$ cat config.mk
export PLATFORM = sky130hd
export DESIGN_NAME = mipi_frame_packer
export DESIGN_NICKNAME = d
export VERILOG_FILES = /design/src/rtl/mipi_frame_packer.sv
export SDC_FILE = /design/constraint.sdc
export NUM_CORES = 1
export LEC_CHECK = 0
export ABC_AREA = 1
export ABC_CLOCK_PERIOD_IN_PS = 6360
export CAP_MARGIN = 20
export CORE_UTILIZATION = 30
export DETAILED_ROUTE_END_ITERATION = 12
export PLACE_DENSITY_LB_ADDON = 0.15
export SKIP_LAST_GASP = 1
export SLEW_MARGIN = 20
export SYNTH_ARGS = -nofsm -noshare
export SYNTH_HDL_FRONTEND = slang
export SYNTH_SLANG_ARGS = --single-unit
$ cat constraint.sdc
create_clock -name clk -period 6.36 [get_ports clk]
set_input_delay 0.954 -clock clk [delete_from_list [all_inputs] [get_ports clk]]
set_output_delay 0.954 -clock clk [all_outputs]
set_load 0.005 [all_outputs]
$ cat src/rtl/mipi_frame_packer.sv
// CSI-2 style byte-stream frame packer. Finds frame/row/end headers, packs pixel bytes
// into OUT_BYTES-wide words and always emits ROW_NUM+TRAILER_LINES lines per frame.
module mipi_frame_packer #(
    parameter int unsigned ROW_NUM       = 800,
    parameter int unsigned COL_NUM       = 1280,
    parameter int unsigned OUT_BYTES     = 4,
    parameter int unsigned TRAILER_LINES = 4,
    parameter logic [31:0] FS_WORD       = 32'h0001001A,
    parameter logic [31:0] LS_WORD       = 32'h2C000513,
    parameter logic [31:0] FE_WORD       = 32'h0101001D
) (
    input  logic                   clk,
    input  logic                   rst,
    input  logic [7:0]             s_data,
    input  logic                   s_valid,
    output logic                   s_ready,
    output logic [8*OUT_BYTES-1:0] m_data,
    output logic                   m_valid,
    input  logic                   m_ready,
    output logic                   m_last,
    output logic                   m_user,
    output logic                   frame_done,
    output logic                   err_short_frame,
    output logic [31:0]            frame_count
);
    localparam int COL_W = $clog2(COL_NUM + 1);
    localparam int ROW_W = $clog2(ROW_NUM + 1);
    localparam int TR_W  = 4;
    localparam int OW    = 8 * OUT_BYTES;

    localparam logic [COL_W-1:0] LAST_BYTE  = COL_W'(COL_NUM - 1);
    localparam logic [COL_W-1:0] LAST_WORD  = COL_W'(COL_NUM - OUT_BYTES);
    localparam logic [COL_W-1:0] FIRST_WEND = COL_W'(OUT_BYTES - 1);
    localparam logic [COL_W-1:0] STEP       = COL_W'(OUT_BYTES);
    localparam logic [ROW_W-1:0] ROW_LAST   = ROW_W'(ROW_NUM - 1);
    localparam logic [TR_W-1:0]  TR_END     = TR_W'(TRAILER_LINES);

    typedef enum logic [2:0] {IDLE, WAIT_ROW, PIXELS, PAD, TRAILER} state_t;

    state_t           state, state_n;
    logic [31:0]      window, window_n, shifted;
    logic [2:0]       fill, fill_n, fill_inc;
    logic [ROW_W-1:0] row_cnt, row_cnt_n, rows_real, rows_real_n;
    logic [COL_W-1:0] pix_cnt, pix_cnt_n;
    logic [TR_W-1:0]  tr_line, tr_line_n;
    logic             err_flag, err_flag_n;
    logic [OW-1:0]    pack_buf, pack_buf_n, pix_word, trl_word, m_data_n;
    logic             m_valid_n, m_last_n, m_user_n, frame_done_n, err_short_n;
    logic [31:0]      frame_count_n;
    logic [63:0]      meta;
    logic             accept, out_free, hdr_ok, s_ready_c;
    int               lane;

    // Header window, packer lane merge and trailer metadata bytes.
    always_comb begin
        shifted  = {window[23:0], s_data};
        fill_inc = (fill == 3'd7) ? fill : fill + 3'd1;
        hdr_ok   = (fill_inc >= 3'd4);
        out_free = !m_valid || m_ready;
        lane     = int'(pix_cnt % STEP);
        pix_word = pack_buf;
        pix_word[lane*8 +: 8] = s_data;
        meta     = {8'h00, 7'b0, err_flag, 16'(rows_real), frame_count + 32'd1};
        trl_word = '0;
        for (int k = 0; k < int'(OUT_BYTES); k++) begin
            if (tr_line == '0)
                trl_word[k*8 +: 8] = 8'(meta >> (8 * (int'(pix_cnt) + k)));
        end
    end

    // NOTE: every signal written here gets a default first, so no latch can be inferred.
    always_comb begin
        state_n       = state;
        window_n      = window;
        fill_n        = fill;
        row_cnt_n     = row_cnt;
        rows_real_n   = rows_real;
        pix_cnt_n     = pix_cnt;
        tr_line_n     = tr_line;
        err_flag_n    = err_flag;
        pack_buf_n    = pack_buf;
        m_data_n      = m_data;
        m_last_n      = m_last;
        m_user_n      = m_user;
        m_valid_n     = m_valid && !m_ready;
        frame_done_n  = 1'b0;
        err_short_n   = 1'b0;
        frame_count_n = frame_count;
        s_ready_c     = 1'b0;
        accept        = 1'b0;

        unique case (state)
            IDLE: begin
                s_ready_c = 1'b1;
                accept    = s_valid;
                if (accept) begin
                    window_n = shifted;
                    fill_n   = fill_inc;
                    if (hdr_ok && shifted == FS_WORD) begin
                        state_n     = WAIT_ROW;
                        row_cnt_n   = '0;
                        rows_real_n = '0;
                        pix_cnt_n   = '0;
                        tr_line_n   = '0;
                        err_flag_n  = 1'b0;
                    end
                end
            end
            WAIT_ROW: begin
                s_ready_c = 1'b1;
                accept    = s_valid;
                if (accept) begin
                    window_n = shifted;
                    fill_n   = fill_inc;
                    if (hdr_ok && shifted == LS_WORD) begin
                        state_n   = PIXELS;
                        pix_cnt_n = '0;
                    end else if (hdr_ok && shifted == FE_WORD) begin
                        state_n     = PAD;
                        pix_cnt_n   = '0;
                        err_flag_n  = 1'b1;
                        err_short_n = 1'b1;
                    end
                end
            end
            PIXELS: begin
                s_ready_c = out_free;
                accept    = s_valid && out_free;
                if (accept) begin
                    window_n   = shifted;
                    fill_n     = fill_inc;
                    pack_buf_n = pix_word;
                    if (lane == int'(OUT_BYTES) - 1) begin
                        m_data_n  = pix_word;
                        m_valid_n = 1'b1;
                        m_last_n  = (pix_cnt == LAST_BYTE);
                        m_user_n  = (row_cnt == '0) && (pix_cnt == FIRST_WEND);
                    end
                    if (pix_cnt == LAST_BYTE) begin
                        pix_cnt_n   = '0;
                        row_cnt_n   = row_cnt + ROW_W'(1);
                        rows_real_n = row_cnt + ROW_W'(1);
                        tr_line_n   = '0;
                        state_n     = (row_cnt == ROW_LAST) ? TRAILER : WAIT_ROW;
                    end else begin
                        pix_cnt_n = pix_cnt + COL_W'(1);
                    end
                end
            end
            PAD: begin
                if (out_free) begin
                    m_data_n  = '0;
                    m_valid_n = 1'b1;
                    m_last_n  = (pix_cnt == LAST_WORD);
                    m_user_n  = (row_cnt == '0) && (pix_cnt == '0);
                    if (pix_cnt == LAST_WORD) begin
                        pix_cnt_n = '0;
                        row_cnt_n = row_cnt + ROW_W'(1);
                        if (row_cnt == ROW_LAST) begin
                            state_n   = TRAILER;
                            tr_line_n = '0;
                        end
                    end else begin
                        pix_cnt_n = pix_cnt + STEP;
                    end
                end
            end
            TRAILER: begin
                if (tr_line != TR_END) begin
                    if (out_free) begin
                        m_data_n  = trl_word;
                        m_valid_n = 1'b1;
                        m_last_n  = (pix_cnt == LAST_WORD);
                        m_user_n  = 1'b0;
                        if (pix_cnt == LAST_WORD) begin
                            pix_cnt_n = '0;
                            tr_line_n = tr_line + TR_W'(1);
                        end else begin
                            pix_cnt_n = pix_cnt + STEP;
                        end
                    end
                end else if (out_free) begin
                    // Last word of the frame is leaving (or already left) the output register.
                    frame_done_n  = 1'b1;
                    frame_count_n = frame_count + 32'd1;
                    state_n       = IDLE;
                end
            end
            default: state_n = IDLE;
        endcase

        if (state_n != state)
            fill_n = '0;
    end

    assign s_ready = s_ready_c && !rst;

    // NOTE: non-blocking assignments only, so every register samples pre-edge values.
    always_ff @(posedge clk or posedge rst) begin
        if (rst) begin
            state           <= IDLE;
            window          <= '0;
            fill            <= '0;
            row_cnt         <= '0;
            rows_real       <= '0;
            pix_cnt         <= '0;
            tr_line         <= '0;
            err_flag        <= 1'b0;
            pack_buf        <= '0;
            m_data          <= '0;
            m_valid         <= 1'b0;
            m_last          <= 1'b0;
            m_user          <= 1'b0;
            frame_done      <= 1'b0;
            err_short_frame <= 1'b0;
            frame_count     <= '0;
        end else begin
            state           <= state_n;
            window          <= window_n;
            fill            <= fill_n;
            row_cnt         <= row_cnt_n;
            rows_real       <= rows_real_n;
            pix_cnt         <= pix_cnt_n;
            tr_line         <= tr_line_n;
            err_flag        <= err_flag_n;
            pack_buf        <= pack_buf_n;
            m_data          <= m_data_n;
            m_valid         <= m_valid_n;
            m_last          <= m_last_n;
            m_user          <= m_user_n;
            frame_done      <= frame_done_n;
            err_short_frame <= err_short_n;
            frame_count     <= frame_count_n;
        end
    end

endmodule

== After elaboration in Yosys (flattened, before gate mapping) ==
Index checks and enable logic that the tools add are counted.

* Bits in registers: 167
* Bits of input ports: 12
* Output and inout port bits: 70
* Word-level logic and storage cells: 196

* Add/subtract/negate cells: 10
* Order comparisons: 1
* Eq/ne operators: 33
* Shifts and indexed selects: 6
* Mux-type cells: 93
* Bitwise logic cells: 1
* Reduce and logical (&&, ||, !) cells: 36

{| class="wikitable"
|+ Operators with widths
! kind !! number
|-
| 32-bit 2-to-1 mux || 5
|-
| 49-bit by 15-bit right shift with 8-bit output || 3
|-
| 11-bit 2-to-1 mux || 10
|-
| 32-bit one-hot mux with 3 select lines || 1
|-
| 10-bit 2-to-1 mux || 6
|-
| 11-bit one-hot mux with 5 select lines || 1
|-
| 3-bit 2-to-1 mux || 17
|-
| 49-bit by 14-bit right shift with 8-bit output || 1
|-
| 24-bit 2-to-1 mux || 2
|-
| 24-bit one-hot mux with 2 select lines || 1
|-
| 4-bit 2-to-1 mux || 10
|-
| 5-bit negator with 33-bit output || 1
|-
| 8-bit by 33-bit variable shift with 32-bit output (first input constant) || 1
|-
| 8-bit by 33-bit variable part select with 32-bit output || 1
|-
| 32-bit by 1-bit adder with 32-bit output (second input constant) || 1
|-
| 32-bit bitwise mux || 1
|-
| 32-bit by 17-bit equality test with 1-bit output (second input constant) || 1
|-
| 32-bit by 25-bit equality test with 1-bit output (second input constant) || 1
|-
| 32-bit by 30-bit equality test with 1-bit output (second input constant) || 1
|-
| 8-bit 2-to-1 mux || 4
|-
| 10-bit one-hot mux with 3 select lines || 1
|-
| 2-bit != test (second input constant) || 14
|-
| 1-bit 2-to-1 mux || 25
|-
| 11-bit by 2-bit adder with 12-bit output (second input constant) || 2
|-
| 45 further kinds || 69
|}

== Depth between registers and ports, before layout ==
Gate-level depths: netlist of the first run.

* Depth in word-level cells: 11
* Gate-level depth with buffers: 16
* Mapped depth without buffers: 14

== Least setup slack after synthesis of the first run ==
No wires, ideal clock.

* Kind: flip-flop to flip-flop
* Start: reg pix_cnt[0]
* End: reg tr_line[0]
* Library setup time: 0.124 ns
* Arrival time: 2.561 ns
* Data required time: 6.236 ns
* Path slack: 3.675 ns
* Stages on the path, launching flop included: 14
* Path buffers: 4
* Clock period less this slack: 2.685 ns
* Cells stage by stage: dfrtp_1 clkbuf_1 inv_1 clkbuf_1 clkbuf_1 ha_1 clkbuf_1 nand3_1 nor2_2 nor2_4 nor3_1 nand3_2 a21oi_1 a21oi_1

* Longest elaborated chain between the ends: 3
* Elaborated cells on any way between the ends: 6
* Those cells by class: eq/ne: 5; reduce/logical: 1

{| class="wikitable"
|+ Ends and longest elaborated chain
! item !! RTL line !! text
|-
| start: declaration || 44 || <nowiki>logic [COL_W-1:0] pix_cnt, pix_cnt_n;</nowiki>
|-
| start signal: assignment || 223 || <nowiki>pix_cnt <= pix_cnt_n;</nowiki>
|-
| 11-bit equality test, on equally long branches || 156, 175, 139 ||
|-
| 2-bit != test (no line) || -- ||
|-
| 11-bit AND reduction (no line) * || -- ||
|-
| end signal: assignment || 224 || <nowiki>tr_line <= tr_line_n;</nowiki>
|-
| end: declaration || 45 || <nowiki>logic [TR_W-1:0] tr_line, tr_line_n;</nowiki>
|}

Every way passes the cells marked *; elsewhere a longest branch is shown, timed or not.
A chain may end at the register's enable or synchronous reset.

== Final worst setup path of the first run ==
* Start: in m_ready
* End: out s_ready

* Longest elaborated chain between the ends: 3

{| class="wikitable"
|+ Ends and longest elaborated chain
! item !! RTL line !! text
|-
| start: declaration || 19 || <nowiki>input logic m_ready,</nowiki>
|-
| 1-bit logical OR || 59 || <nowiki>out_free = !m_valid || m_ready;</nowiki>
|-
| 1-bit one-hot mux with 2 select lines || 92 || <nowiki>unique case (state)</nowiki>
|-
| 1-bit logical AND || 196 || <nowiki>assign s_ready = s_ready_c && !rst;</nowiki>
|-
| end: declaration || 16 || <nowiki>output logic s_ready,</nowiki>
|}

No other way between the ends.

==> impl_metrics.env, run 1 <==
export IMPL_synth_top_cell_area_share_pct=39.7
export IMPL_clock_power_share_pct=47.8
export IMPL_overflow=0
export IMPL_max_cap_violations=0
export IMPL_slew_violations=0
export IMPL_syn_inst=1517
export IMPL_max_freq_mhz=287
export IMPL_ys_flop_type="dfrtp_1"
export IMPL_finalNetCount=1599
export IMPL_die_w_um=189
export IMPL_crit_type="primary input to primary output"
export IMPL_ys_top_cells_by_count="nand2_1 (400), nor2_1 (181), inv_1 (177)"
export IMPL_syn_cell_area_mm2=0.0105
export IMPL_netlist_top_cell_by_area="dfrtp_1"
export IMPL_placed_cell_area_mm2=0.0118
export IMPL_fin_crit_sh_pct=54.8
export IMPL_grt_busiest_layer="met2"
export IMPL_worst_pin_slew_ns=0.808
export IMPL_layoutNonFillerInstCount=2043
export IMPL_hp_class="flop to flop"
export IMPL_dp_cells=2011
export IMPL_setup_viol=0
export IMPL_worst_path_buf_inv=4
export IMPL_synth_most_common_cell="nand2_1"
export IMPL_drt_first_pass_iters=6
export IMPL_syn_num_nets=1541
export IMPL_fin_skew_ns=0.0138
export IMPL_ctsResizeCount=0
export IMPL_p_sw_share_pct=25.5
export IMPL_synth_edf_count=0
export IMPL_grt_use_met1_pct=27.9
export IMPL_port_buffers=81
export IMPL_met3_usage_pct=2.65
export IMPL_cts_tree="built"
export IMPL_grt_usage_pct=19.8
export IMPL_antenna_left=0
export IMPL_slowest_stage="clkdlybuf4s50_1"
export IMPL_p_int_mw=1.78
export IMPL_htreeDepth=4
export IMPL_core_region_area_mm2=0.0345
export IMPL_path_clk_slew_ns=0.07
export IMPL_async_reset_ff_share_pct=100
export IMPL_grt_use_met2_pct=30.2
export IMPL_antenna_found_initial=0
export IMPL_max_slew_margin_pct=46.0
export IMPL_row_count=68
export IMPL_power_switching_mw=0.610
export IMPL_critPathRequiredTime_ns=5.41
export IMPL_hold_buffers=0
export IMPL_ys_types=58
export IMPL_routed_via_density=4.93
export IMPL_cp_top_family="buffers and inverters"
export IMPL_ys_warn_count=0
export IMPL_synth_seq_area_share_pct=39.7
export IMPL_cts_made_buffers=17
export IMPL_end_kind="primary output"
export IMPL_syn_to_final_growth_pct=17.5
export IMPL_design_area_mm2=0.0124
export IMPL_die_y_um=189
export IMPL_p_total_mw=2.39
export IMPL_ys_ff_latch=167
export IMPL_grt_first_pass_wirelength_um=54800
export IMPL_clock_latency_ns=0.46
export IMPL_dieArea_mm2=0.0359
export IMPL_diodes=0
export IMPL_max_stage_delay_ns=0.55
export IMPL_power_per_cell_area_mw_per_mm2=193
export IMPL_critPathLaunchType="primary input"
export IMPL_layout_drive_gt1_share_pct=6.61
export IMPL_dpl_hpwl_um=25400
export IMPL_cts_root_buf="clkbuf_16"
export IMPL_cts_setup_buffers=0
export IMPL_initial_core_util_pct=30.5
export IMPL_cp_max_fo=5
export IMPL_final_setup_tns_ns=0
export IMPL_power_frac_seq_pct=46.6
export IMPL_arrival_ns=2.53
export IMPL_wl_per_cell_um=16.8
export IMPL_finalHoldViolCount=0
export IMPL_grt_pass1_vias=9534
export IMPL_grt_setup_unrepaired="no"
export IMPL_status="finished clean"
export IMPL_combPwrFrac_pct=5.6
export IMPL_fin_crit_ns=3.49
export IMPL_yosys_top_cells_area="dfrtp_1 (40%), nand2_1 (14%), nor2_1 (6.5%)"
export IMPL_vdd_drop_max_mv=0.199
export IMPL_grt_max_degree=110
export IMPL_crit_chain="clkdlybuf4s50_1, inv_1, nand2_1, inv_1, a211oi_1, clkdlybuf4s50_1"
export IMPL_drc=0
export IMPL_clk_path_buf_depth=2
export IMPL_avgSynthCellArea_um2=6.94
export IMPL_power_leakage_nw=5.59
export IMPL_drt_initial_drc_count=726
export IMPL_drt_wl_total_um=34400
export IMPL_vias=10072
export IMPL_cts_sinks=167
export IMPL_io_pin_count=82
export IMPL_gp_congestion=0.883
## layer usage
metal | wire length, um | part of all wire, % | up-vias
met1 | 16800 | 49 | 4756
met4 | 942 | 2.7 | 0
met2 | 15300 | 45 | 232
met3 | 1320 | 3.8 | 39
li1 | - | - | 5045
met5 | 0 | 0 | -
## cells in the final DEF, fill, tap and decap left out, types with 21 or more instances in the layout
| cell type | netlist | layout |
|---|---|---|
| nand2_1 | 400 | 400 |
| nor2_1 | 181 | 180 |
| inv_1 | 177 | 176 |
| dfrtp_1 | 167 | 167 |
| o21ai_0 | 129 | 129 |
| nand3_1 | 108 | 108 |
| a21oi_1 | 102 | 102 |
| clkdlybuf4s50_1 | 0 | 81 |
| o22ai_1 | 30 | 30 |
| nor3_1 | 21 | 21 |
## sequential cells by signal (all words and copies together), names as in the netlist
register         count
tr_line              4
window              24
frame_count         32
frame_done           1
m_last               1
pix_cnt             11
m_valid              1
pack_buf            32
state                3
m_user               1
fill                 3
err_short_frame      1
err_flag             1
row_cnt             10
rows_real           10
m_data              32
## logic make-up (layout without fill, tap and decap cells)
| kind of cell | after synthesis | after routing | share of synthesized area (%) |
|---|---|---|---|
| multiplexers | 2 | 2 | 0.202 |
| buffers and inverters | 239 | 310 | 9.16 |
| XOR/XNOR | 20 | 20 | 1.66 |
| adder cells (fa/ha/maj) | 12 | 12 | 1.43 |
| AND/OR/NAND/NOR | 764 | 764 | 31.3 |
| AO/OA/AOI/OAI | 313 | 313 | 16.6 |
| flip-flops | 167 | 167 | 39.7 |
## metrics by stage
step / hold slack (ns) / utilization, % / worst slack, ns
4_1_cts: 0.500 / 35.8 / 2.86
5_1_grt: 0.505 / 35.8 / 2.66
6_report: 0.491 / 35.8 / 2.87
2_1_floorplan: 0.453 / - / 0.888
3_5_place_dp: 0.479 / 34.0 / 2.89
3_3_place_gp: 0.474 / 34.0 / 2.93
## power by group through the flow
stage | logic, mW | clock network (mW) | registers [mW]
4_1_cts | 0.138 | 1.17 | 1.12
5_1_grt | 0.160 | 1.21 | 1.12
3_5_place_dp | 0.138 | 0 | 1.14
6_report | 0.134 | 1.14 | 1.12
3_3_place_gp | 0.135 | 0 | 1.14
2_1_floorplan | 0.0968 | 0 | 1.13
## worst paths after layout
check,startpoint,endpoint,slack (ns),depth (start not counted)
min in group asynchronous,rst,m_valid$_DFF_PP0_,0.95,2
max reg2reg,pix_cnt[1]$_DFFE_PP0P_,row_cnt[4]$_DFFE_PP0P_,3.00,7
max,m_ready,s_ready,2.87,6
min,window[22]$_DFFE_PP0P_,window[22]$_DFFE_PP0P_,0.49,2
min reg2reg,window[22]$_DFFE_PP0P_,window[22]$_DFFE_PP0P_,0.49,2
max in group asynchronous,rst,frame_count[22]$_DFFE_PP0P_,4.38,3
## tightest hold or removal path, stage by stage (launching register included)
cell and delay (ns):
dfrtp_1 0.35, nand2_1 0.05, o21ai_0 0.06
## layout make-up
cell class	count	area [um2]
inverters	188	714
clock inverters	14	188
repair buffers	90	891
multi-input cells	1111	5400
clock buffers	18	439
flip-flops and latches	167	4180
fillers	3737	22200
well taps	455	569
(Power assumes the default switching activity.)
==> run 2, diff against run 1 <==
--- a/config.mk
+++ b/config.mk
@@ -6,7 +6,7 @@
 export NUM_CORES = 1
 export LEC_CHECK = 0
 export ABC_AREA = 1
-export ABC_CLOCK_PERIOD_IN_PS = 6360
+export ABC_CLOCK_PERIOD_IN_PS = 3150
 export CAP_MARGIN = 20
 export CORE_UTILIZATION = 30
 export DETAILED_ROUTE_END_ITERATION = 12
==> constraint.sdc (replaced) <==
create_clock -name clk -period 3.15 [get_ports clk]
set_input_delay 0.4725 -clock clk [delete_from_list [all_inputs] [get_ports clk]]
set_output_delay 0.4725 -clock clk [all_outputs]
set_load 0.005 [all_outputs]
==> impl_metrics.env, run 2 (synthesis gave the netlist of run 1 again) <==
export IMPL_slowest_stage="clkdlybuf4s50_1"
export IMPL_critPathLaunchType="flop"
export IMPL_max_freq_mhz=362
export IMPL_fin_crit_sh_pct=87.6
export IMPL_grt_usage_pct=20.1
export IMPL_vias=10082
export IMPL_clock_latency_ns=0.46
export IMPL_initial_core_util_pct=30.5
export IMPL_cts_root_buf="clkbuf_16"
export IMPL_fin_skew_ns=0.0167
export IMPL_dpl_hpwl_um=25900
export IMPL_max_slew_margin_pct=43.0
export IMPL_met3_usage_pct=2.87
export IMPL_final_setup_tns_ns=0
export IMPL_hp_class="flop to flop"
export IMPL_drt_wl_total_um=34900
export IMPL_finalNetCount=1606
export IMPL_cts_sinks=167
export IMPL_worst_pin_slew_ns=0.854
export IMPL_layout_commonest_cell="nand2_1"
export IMPL_hold_ws_ns=0.492
export IMPL_cts_made_buffers=17
export IMPL_grt_use_met2_pct=30.9
export IMPL_combPwrFrac_pct=5.8
export IMPL_cp_max_fo=7
export IMPL_power_per_cell_area_mw_per_mm2=383
export IMPL_path_clk_slew_ns=0.07
export IMPL_hold_buffers=0
export IMPL_htreeDepth=4
export IMPL_routed_via_density=4.92
export IMPL_cp_top_family="buffers and inverters"
export IMPL_critPathRequiredTime_ns=2.68
export IMPL_power_switching_mw=1.25
export IMPL_die_w_um=189
export IMPL_drc=0
export IMPL_vdd_drop_max_mv=0.389
export IMPL_num_fill_cells=3742
export IMPL_drt_first_pass_iters=5
export IMPL_grt_first_pass_wirelength_um=55500
export IMPL_grt_max_degree=116
export IMPL_gp_congestion=0.879
export IMPL_core_region_area_mm2=0.0345
export IMPL_die_y_um=189
export IMPL_row_count=68
export IMPL_max_stage_delay_ns=0.56
export IMPL_slew_violations=0
export IMPL_antenna_found_initial=0
export IMPL_top_regs="frame_count (32), m_data (32), pack_buf (32)"
export IMPL_crit_type="flop to primary output"
export IMPL_dieArea_mm2=0.0359
export IMPL_grt_setup_unrepaired="no"
export IMPL_power_leakage_nw=5.62
export IMPL_syn_to_final_growth_pct=18.1
export IMPL_arrival_ns=2.29
export IMPL_grt_busiest_layer="met2"
export IMPL_end_kind="primary output"
export IMPL_p_int_mw=3.51
export IMPL_grt_pass1_vias=9752
export IMPL_overflow=0
export IMPL_p_sw_share_pct=26.2
export IMPL_layout_drive_gt1_share_pct=6.96
export IMPL_status="finished clean"
export IMPL_grt_use_met1_pct=28.0
export IMPL_clock_power_share_pct=46.9
export IMPL_cts_setup_buffers=0
export IMPL_worst_path_buf_inv=2
export IMPL_crit_chain="nor2_1, inv_1, a211oi_1, clkdlybuf4s50_1"
export IMPL_mostFrequentLayoutCells="nand2_1 (400), nor2_1 (180), inv_1 (176)"
export IMPL_setup_viol=0
export IMPL_clk_path_buf_depth=2
export IMPL_diodes=0
export IMPL_drt_initial_drc_count=724
export IMPL_cts_tree="built"
export IMPL_power_frac_seq_pct=47.4
export IMPL_port_buffers=81
export IMPL_ctsResizeCount=0
export IMPL_io_pin_count=82
export IMPL_finalHoldViolCount=0
export IMPL_max_cap_violations=0
export IMPL_wl_per_cell_um=17.0
export IMPL_fin_crit_ns=2.76
export IMPL_antenna_left=0
run 2: final cells by class:
class / instances / area, um2 / area share (%)
clock buffers: 18 / 429 / 3.45
clock inverters: 14 / 183 / 1.47
inverters: 188 / 713 / 5.73
multi-input cells: 1111 / 5400 / 43.4
flip-flops and latches: 167 / 4180 / 33.6
well taps: 455 / 569 / 4.58
repair buffers: 97 / 968 / 7.79
run 2: stage by stage:
step                setup slack, ns  total power [mW]  util [%]  cells  instance area, um2
floorplan                     0.465              2.48         -   1517               10500
global placement              0.296              2.57      34.2   2018               11800
detailed placement            0.346              2.58      34.2   2018               11800
CTS                           0.363              4.83      36.0   2050               12400
global route                  0.296              4.96      36.0   2050               12400
finish                        0.391              4.76      36.0   2050               12400
run 2: worst paths after layout:
path	start	endpoint	slack [ns]	cells after the start
max reg2reg	pix_cnt[0]$_DFFE_PP0P_	m_data[27]$_DFFE_PP0P_	0.61	9
min reg2reg	window[12]$_DFFE_PP0P_	window[12]$_DFFE_PP0P_	0.49	2
min	window[12]$_DFFE_PP0P_	window[12]$_DFFE_PP0P_	0.49	2
max	state[2]$_DFF_PP0_	s_ready	0.39	4
max in group asynchronous	rst	frame_count[17]$_DFFE_PP0P_	1.97	3
min in group asynchronous	rst	fill[0]$_DFFE_PP0P_	0.55	3
run 2: power groups by stage:
stage	combinational, mW	sequential, mW	clock (mW)
2_1_floorplan	0.196	2.28	0
3_3_place_gp	0.275	2.29	0
3_5_place_dp	0.280	2.30	0
4_1_cts	0.282	2.25	2.30
5_1_grt	0.323	2.26	2.37
6_report	0.275	2.25	2.23
run 2: metal layers:
layer | up-vias | wire length, um | share of wire (%)
met2 | 278 | 15400 | 44
met3 | 42 | 1570 | 4.5
met1 | 4721 | 16900 | 48
li1 | 5041 | - | -
met4 | 0 | 1090 | 3.1
met5 | - | 0 | 0
run 2: tightest hold or removal path, cell delays in order (launching register included):
cell     delay (ns)
dfrtp_1        0.34
nand2_1        0.05
o21ai_0        0.06
